[src/rtl/sm_pkg.sv]
// Shared definitions for the sign-magnitude arithmetic blocks: FSM state
// encoding and the field layout of the {sign, carry, magnitude} result word.
package sm_pkg;

    typedef enum logic [1:0] {
        IDLE  = 2'd0,
        LOAD  = 2'd1,
        SHIFT = 2'd2,
        DONE  = 2'd3
    } sm_state_t;

    // Result layout for a magnitude of mag_w bits: sign on top, carry-out
    // just below it, magnitude in [mag_w-1:0].
    function automatic int sm_sign_idx(input int mag_w);
        return mag_w + 1;
    endfunction

    function automatic int sm_carry_idx(input int mag_w);
        return mag_w;
    endfunction

    function automatic int sm_mag_msb(input int mag_w);
        return mag_w - 1;
    endfunction

endpackage

[src/rtl/sm_serial_fa.sv]
// Single-bit serial full adder / subtractor with a registered carry (add mode)
// or borrow (subtract mode); mode = 1 selects x - y.
module sm_serial_fa (
    input  logic clk,
    input  logic rst,
    input  logic clr,
    input  logic en,
    input  logic mode,
    input  logic x,
    input  logic y,
    output logic s,
    output logic c
);

    logic c_d;

    // NOTE: every always_comb output gets a value on every path, so no latch
    // can be inferred.
    always_comb begin
        s = x ^ y ^ c;
        if (mode) begin
            c_d = (~x & y) | (~(x ^ y) & c);
        end else begin
            c_d = (x & y) | (c & (x ^ y));
        end
    end

    // NOTE: sequential state uses non-blocking assignments only, so every
    // flop samples the values from before the edge.
    always_ff @(posedge clk or posedge rst) begin
        if (rst) begin
            c <= 1'b0;
        end else if (clr) begin
            c <= 1'b0;
        end else if (en) begin
            c <= c_d;
        end
    end

endmodule

[src/rtl/sm_serial_subtractor.sv]
// Bit-serial sign-magnitude subtractor (a - b), LSB first, valid/ready on both
// sides. Defining SM_SUB_ADD_MODE_EN adds the op port (1 = a + b).
module sm_serial_subtractor
    import sm_pkg::*;
#(
    parameter int WIDTH = 8
) (
    input  logic             clk,
    input  logic             rst,
    input  logic             in_valid,
    output logic             in_ready,
    input  logic [WIDTH-1:0] a,
    input  logic [WIDTH-1:0] b,
`ifdef SM_SUB_ADD_MODE_EN
    input  logic             op,
`endif
    output logic             out_valid,
    input  logic             out_ready,
    output logic [WIDTH:0]   diff
);

    localparam int MAG_W     = WIDTH - 1;
    localparam int CNT_W     = (MAG_W > 1) ? $clog2(MAG_W) : 1;
    localparam int SIGN_IDX  = sm_sign_idx(MAG_W);
    localparam int CARRY_IDX = sm_carry_idx(MAG_W);
    localparam int MAG_MSB   = sm_mag_msb(MAG_W);

    sm_state_t        state_q, state_d;
    logic [WIDTH-1:0] a_q, b_q;
    logic [MAG_W-1:0] big_q, small_q, res_q;
    logic [CNT_W-1:0] cnt_q;
    logic             sign_q, sub_q;
    logic             fa_s, fa_c;

    logic             sa, sb_eff, same_sign, a_ge, res_zero;
    logic [MAG_W-1:0] ma, mb;

`ifdef SM_SUB_ADD_MODE_EN
    logic op_q;

    always_ff @(posedge clk or posedge rst) begin
        if (rst) begin
            op_q <= 1'b0;
        end else if (state_q == IDLE && in_valid) begin
            op_q <= op;
        end
    end

    assign sb_eff = op_q ? b_q[WIDTH-1] : ~b_q[WIDTH-1];
`else
    assign sb_eff = ~b_q[WIDTH-1];
`endif

    // Operand analysis, used only in the LOAD cycle.
    always_comb begin
        sa        = a_q[WIDTH-1];
        ma        = a_q[MAG_W-1:0];
        mb        = b_q[MAG_W-1:0];
        same_sign = (sa == sb_eff);
        a_ge      = (ma >= mb);
        // A zero result is always reported as +0.
        res_zero  = same_sign ? ((ma == '0) && (mb == '0)) : (ma == mb);
    end

    always_comb begin
        state_d = state_q;
        case (state_q)
            IDLE:    if (in_valid) state_d = LOAD;
            LOAD:    state_d = SHIFT;
            SHIFT:   if (cnt_q == CNT_W'(MAG_W - 1)) state_d = DONE;
            DONE:    if (out_ready) state_d = IDLE;
            default: state_d = IDLE;
        endcase
    end

    assign in_ready  = (state_q == IDLE);
    assign out_valid = (state_q == DONE);

    always_ff @(posedge clk or posedge rst) begin
        if (rst) begin
            state_q <= IDLE;
            a_q     <= '0;
            b_q     <= '0;
            big_q   <= '0;
            small_q <= '0;
            res_q   <= '0;
            cnt_q   <= '0;
            sign_q  <= 1'b0;
            sub_q   <= 1'b0;
        end else begin
            state_q <= state_d;
            case (state_q)
                IDLE: begin
                    if (in_valid) begin
                        a_q <= a;
                        b_q <= b;
                    end
                end
                LOAD: begin
                    // Larger magnitude always goes on the minuend side.
                    big_q   <= a_ge ? ma : mb;
                    small_q <= a_ge ? mb : ma;
                    sub_q   <= ~same_sign;
                    sign_q  <= res_zero ? 1'b0 : ((same_sign || a_ge) ? sa : sb_eff);
                    cnt_q   <= '0;
                end
                SHIFT: begin
                    big_q   <= big_q >> 1;
                    small_q <= small_q >> 1;
                    res_q   <= {fa_s, res_q[MAG_W-1:1]};
                    cnt_q   <= cnt_q + 1'b1;
                end
                default: ;
            endcase
        end
    end

    sm_serial_fa u_fa (
        .clk  (clk),
        .rst  (rst),
        .clr  (state_q == LOAD),
        .en   (state_q == SHIFT),
        .mode (sub_q),
        .x    (big_q[0]),
        .y    (small_q[0]),
        .s    (fa_s),
        .c    (fa_c)
    );

    // The final borrow is always 0 because the smaller magnitude is subtracted.
    always_comb begin
        diff               = '0;
        diff[SIGN_IDX]     = sign_q;
        diff[CARRY_IDX]    = fa_c & ~sub_q;
        diff[MAG_MSB:0]    = res_q;
    end

endmodule

[config.mk]
export PLATFORM = sky130hd
export DESIGN_NAME = sm_serial_subtractor
export DESIGN_NICKNAME = d
export VERILOG_FILES = /design/src/rtl/sm_pkg.sv /design/src/rtl/sm_serial_fa.sv /design/src/rtl/sm_serial_subtractor.sv
export SDC_FILE = /design/constraint.sdc
export NUM_CORES = 1
export LEC_CHECK = 0
export CORE_MARGIN = 4
export CORE_UTILIZATION = 49
export DETAILED_ROUTE_END_ITERATION = 8
export GPL_TIMING_DRIVEN = 0
export MAX_ROUTING_LAYER = met4
export PLACE_DENSITY = 0.75
export SLEW_MARGIN = 20
export SYNTH_ARGS = -nofsm -noshare
export SYNTH_HDL_FRONTEND = slang
export SYNTH_SLANG_ARGS = --single-unit
[constraint.sdc]
create_clock -name clk -period 1.8 [get_ports clk]
set_input_delay 0.27 -clock clk [delete_from_list [all_inputs] [get_ports clk]]
set_output_delay 0.27 -clock clk [all_outputs]
set_load 0.01 [all_outputs]
==> results.md <==
Status:
- The flow ran to the end, but the final reports show violations.
- The checks that failed: setup timing.

Timing:
- Setup repair after global routing could not meet its margin everywhere.
- Dividing the final minimum period by the clock period gives 107%.
- The relative slew slack is 68.3%.
- The setup skew after layout is 0.00601 ns.
- Setup violations remaining at the end of the flow were counted as 15.
- Static timing analysis puts the maximum clock frequency at 517 MHz.
- The final count of pins violating max slew is 0.
- The final hold violation count came to 0.
- At the pin with the least slew margin, the transition time is 0.475 ns.
- Across all hold checks on the routed design, the worst slack comes to 0.208 ns.
- The minimum period implied by the final worst setup slack is 1.93 ns.
- Across all setup checks in the final design, the least slack found is -0.134 ns.

Setup path:
- STA classifies the critical path endpoint as a register.
- The maximum fanout along the worst path is 7.
- The worst setup path is launched from a register.
- At the worst endpoint, the arrival time is 2.09 ns.
- For the worst setup path, the data required time is 1.96 ns.
- The critical path is of the reg2reg type.

CTS:
- The worst-skew pair later-pin latency is 0.30 ns.
- The TritonCTS sink count is 45.
- The CTS H-tree depth is 2.
- The number of buffers inserted during clock tree synthesis is 5.
- TritonCTS built the clock tree.
- The cell at the root of the clock tree is sky130_fd_sc_hd__clkbuf_8.
- The hold buffer count at CTS is 0.
- The clock-pin slew of the registers on the worst-case setup and hold paths is 0.09 ns.
- The clock passes through at most 2 buffers.

Placed design:
- At the end of routability-driven placement, the weighted congestion stood at 0.739.
- Prior to clock tree synthesis, the placed netlist has a worst setup slack of -0.174 ns.
- The half-perimeter wire length after detailed placement is 3190 um.
- In this run the tool buffered the top-level ports with 30 buffer cells.
- After detailed placement, the total cell area comes to 2730 um^2.

Die:
- The count of pins on the block boundary is 31.
- The floorplan step set the die width to 77.1 um.
- The floorplan step defined a core boundary enclosing 4470 um^2.
- The floorplan has 24 rows.
- The floorplan die area is 5940 um^2.
- The die span in y is 77.1 um.
- The initial core utilization is 52.3%.

Synth:
- After synthesis, flip-flops and latches occupy 48.1% of the total area.
- Ranked by total cell area, the synthesized netlist is headed by sky130_fd_sc_hd__dfrtp_1, sky130_fd_sc_hd__mux2_2, sky130_fd_sc_hd__ha_1, sky130_fd_sc_hd__mux2i_1, sky130_fd_sc_hd__nand2_1.
- After synthesis, the mean cell area works out to 11.1 um^2.
- The Yosys step of the flow raised 0 warnings.
- The number of unique standard cell types used by synthesis is 32.
- Summed over its instances, the top area cell type makes up 48.1% of the synthesized netlist area.
- Counting every instance in the synthesized netlist gives 211.
- The largest total area in the synthesized netlist belongs to sky130_fd_sc_hd__dfrtp_1.
- The number of register bits inferred by synthesis is 45.
- The mapped netlist covers 2340 um^2.
- When the netlist entered floorplanning its net count stood at 246.

Detailed routing:
- The total routed wirelength is 4780 um.
- The post-detailed-route via-to-cell ratio is 5.48.
- The first-pass iteration count of the detailed router is 4.
- After the first detailed-routing iteration, the DRC count stood at 90.
- The count of vias placed by the detailed router is 1736.
- The antenna violation net count after detailed routing is 0.
- After detailed routing, the number of remaining DRC violations is 0.
- The final routed wire length divided by cell count is 15.1 um.

Power:
- The internal power is 3960 uW.
- The worst supply voltage drop on vdd is 0.00149 V.
- The part of the power in registers is 28.8%.
- For this design the ratio of total power to cell area is 2200 nW/um^2.
- For this design the static power due to leakage is 0.00136 uW.
- In this run the power spent charging and discharging nets is 2630 uW.
- In this run switching power makes up 39.9% of total power.
- Combinational logic burns 62.0% of the power.
- The proportion of power drawn by the clock network is 9.2%.
- The overall power after layout is 6590 uW.

GRT:
- The maximum number of pins on one net before global-route repair is 36.
- The number of global-route vias before repair is 1737.
- The first global-routing pass estimated 7820 um of wire.
- The total global routing track utilization is 17.0%.
- The global route total overflow is 0.
- The initial antenna violation count is 0.

Run:
- Across the run, the number of max-cap violations was 0.

Cells and area:
- Cells with a size suffix above 1 make up 23.8% of the layout.
- For this run, the post-layout net count is 299.
- The repair_antennas step left the layout with diodes totalling 0.
- The total non-filler cell area in the finished layout is 2990 um^2.
- Cells fill 66.9% of the core in the end.
- The area growth from synthesis to layout is 28.0%.

Hold path:
- The path type of the worst min-delay path is in2async.
## critical path, cell delays in order, from the launching register on
cell	delay, ns
sky130_fd_sc_hd__dfrtp_1	0.40
sky130_fd_sc_hd__inv_2	0.07
sky130_fd_sc_hd__ha_4	0.20
sky130_fd_sc_hd__nand2b_4	0.14
sky130_fd_sc_hd__a211oi_2	0.18
sky130_fd_sc_hd__o311a_1	0.22
sky130_fd_sc_hd__buf_6	0.17
sky130_fd_sc_hd__buf_12	0.13
sky130_fd_sc_hd__mux2i_1	0.21
sky130_fd_sc_hd__o22ai_1	0.09
## routing by layer
layer	part of all wire, %	wire, um	vias to the layer above	global-route usage [%]
met5	0	0	-	-
met3	4.2	201	19	4.22
met2	49	2360	44	27.9
met4	2.9	141	0	7.83
met1	43	2080	833	19.6
li1	-	-	840	-
## kinds of logic after synthesis
kind of cell,Yosys count,synth area share [%]
DFF,45,48.1
AOI/OAI and AO/OA,38,10.2
xor gates and xnor gates,1,0.374
adders and majority gates,15,8.66
buffers and inverters,30,6.04
muxes,39,17.9
and+or+nand+nor,43,8.72
## power groups by stage
stage | Clock (uW) | Combinational [uW] | Sequential (uW)
after global placement | 0 | 3310 | 1960
final | 609 | 4080 | 1900
after floorplan | 0 | 2590 | 1900
after detailed placement | 0 | 3390 | 1990
after CTS | 629 | 3720 | 1890
after global routing | 663 | 4530 | 1970
## cell type report
class / count / area (um^2)
fill: 350 / 1480
multi-input combinational: 136 / 1130
sequential: 45 / 1130
timing repair buffer: 46 / 449
inverter: 20 / 75.1
clock buffer: 6 / 72.6
buffer: 10 / 67.6
tap: 52 / 65.1
clock inverter: 2 / 10.0
## metrics by stage
stage	setup TNS, ns	cells
floorplan	-0.0122	211
global placement	-20.91	293
detailed placement	-2.02	294
CTS	-1.25	313
global route	-2.55	317
finish	-1.37	317
## timing repair
item	CTS	global route
setup buffers	11	3
gates resized for setup	4	7
cloned	0	1
pin swaps	1	4
endpoints found under the setup margin	26	16
## synth_stat cells
master / count
sky130_fd_sc_hd__mux2_2: 23
sky130_fd_sc_hd__buf_2: 1
sky130_fd_sc_hd__nand3_1: 5
sky130_fd_sc_hd__buf_4: 1
sky130_fd_sc_hd__or4_1: 1
sky130_fd_sc_hd__dfrtp_1: 45
sky130_fd_sc_hd__nand4_1: 1
sky130_fd_sc_hd__o21ai_1: 8
sky130_fd_sc_hd__a21o_1: 1
sky130_fd_sc_hd__nor4_1: 3
sky130_fd_sc_hd__o21ai_0: 13
sky130_fd_sc_hd__mux2i_1: 16
sky130_fd_sc_hd__o311a_1: 1
sky130_fd_sc_hd__clkbuf_1: 6
sky130_fd_sc_hd__fa_1: 2
sky130_fd_sc_hd__o221ai_1: 4
sky130_fd_sc_hd__o22ai_1: 4
sky130_fd_sc_hd__a31o_2: 1
sky130_fd_sc_hd__nor2b_1: 2
sky130_fd_sc_hd__buf_12: 1
sky130_fd_sc_hd__o32a_1: 1
sky130_fd_sc_hd__nor2_1: 4
sky130_fd_sc_hd__inv_1: 20
sky130_fd_sc_hd__a211oi_2: 1
sky130_fd_sc_hd__a221oi_1: 1
sky130_fd_sc_hd__a21oi_1: 3
sky130_fd_sc_hd__nand2_1: 23
sky130_fd_sc_hd__ha_1: 13
sky130_fd_sc_hd__nand2b_1: 3
sky130_fd_sc_hd__buf_6: 1
sky130_fd_sc_hd__xnor2_1: 1
sky130_fd_sc_hd__nand2b_4: 1
## cell usage in the layout, fill, tap and decap left out, drive strengths merged
cell and count:
dfrtp 45, clkdlybuf4s50 29, mux2 23, nand2 23
o21ai 21, inv 20, buf 19, mux2i 16
ha 13, clkbuf 13, nand3 5, nor2 4
o22ai 4, o221ai 4, nand2b 4, a21oi 3
nor4 3, nor2b 2, fa 2, clkinv 2
a221oi 1, o32a 1, xnor2 1, or4 1
nand4 1, a211oi 1, a21o 1, o311a 1
a31o 1, dlygate4sd2 1
## sequential cells by signal, indices dropped and copies added, names as in the netlist
name and cells:
u_fa.c 1, sign_q 1, a_q 8, cnt_q 3, sub_q 1, res_q 7
big_q 7, small_q 7, b_q 8, state_q 2
## path summary, 6_finish.rpt
check                                      from              endpoint  slack (ns)  cells past startpoint
min                                         rst    a_q[2]$_DFFE_PP0P_        0.21                      2
max reg2reg                  a_q[0]$_DFFE_PP0P_  big_q[6]$_DFFE_PP0P_       -0.13                      9
max in group asynchronous                   rst  big_q[3]$_DFFE_PP0P_        1.13                      3
max                          a_q[0]$_DFFE_PP0P_  big_q[6]$_DFFE_PP0P_       -0.13                      9
min in group clk           cnt_q[2]$_DFFE_PP0P_  cnt_q[2]$_DFFE_PP0P_        0.51                      1
min reg2reg                cnt_q[2]$_DFFE_PP0P_  cnt_q[2]$_DFFE_PP0P_        0.51                      1
Note: power is estimated with default switching activity, not from simulation.
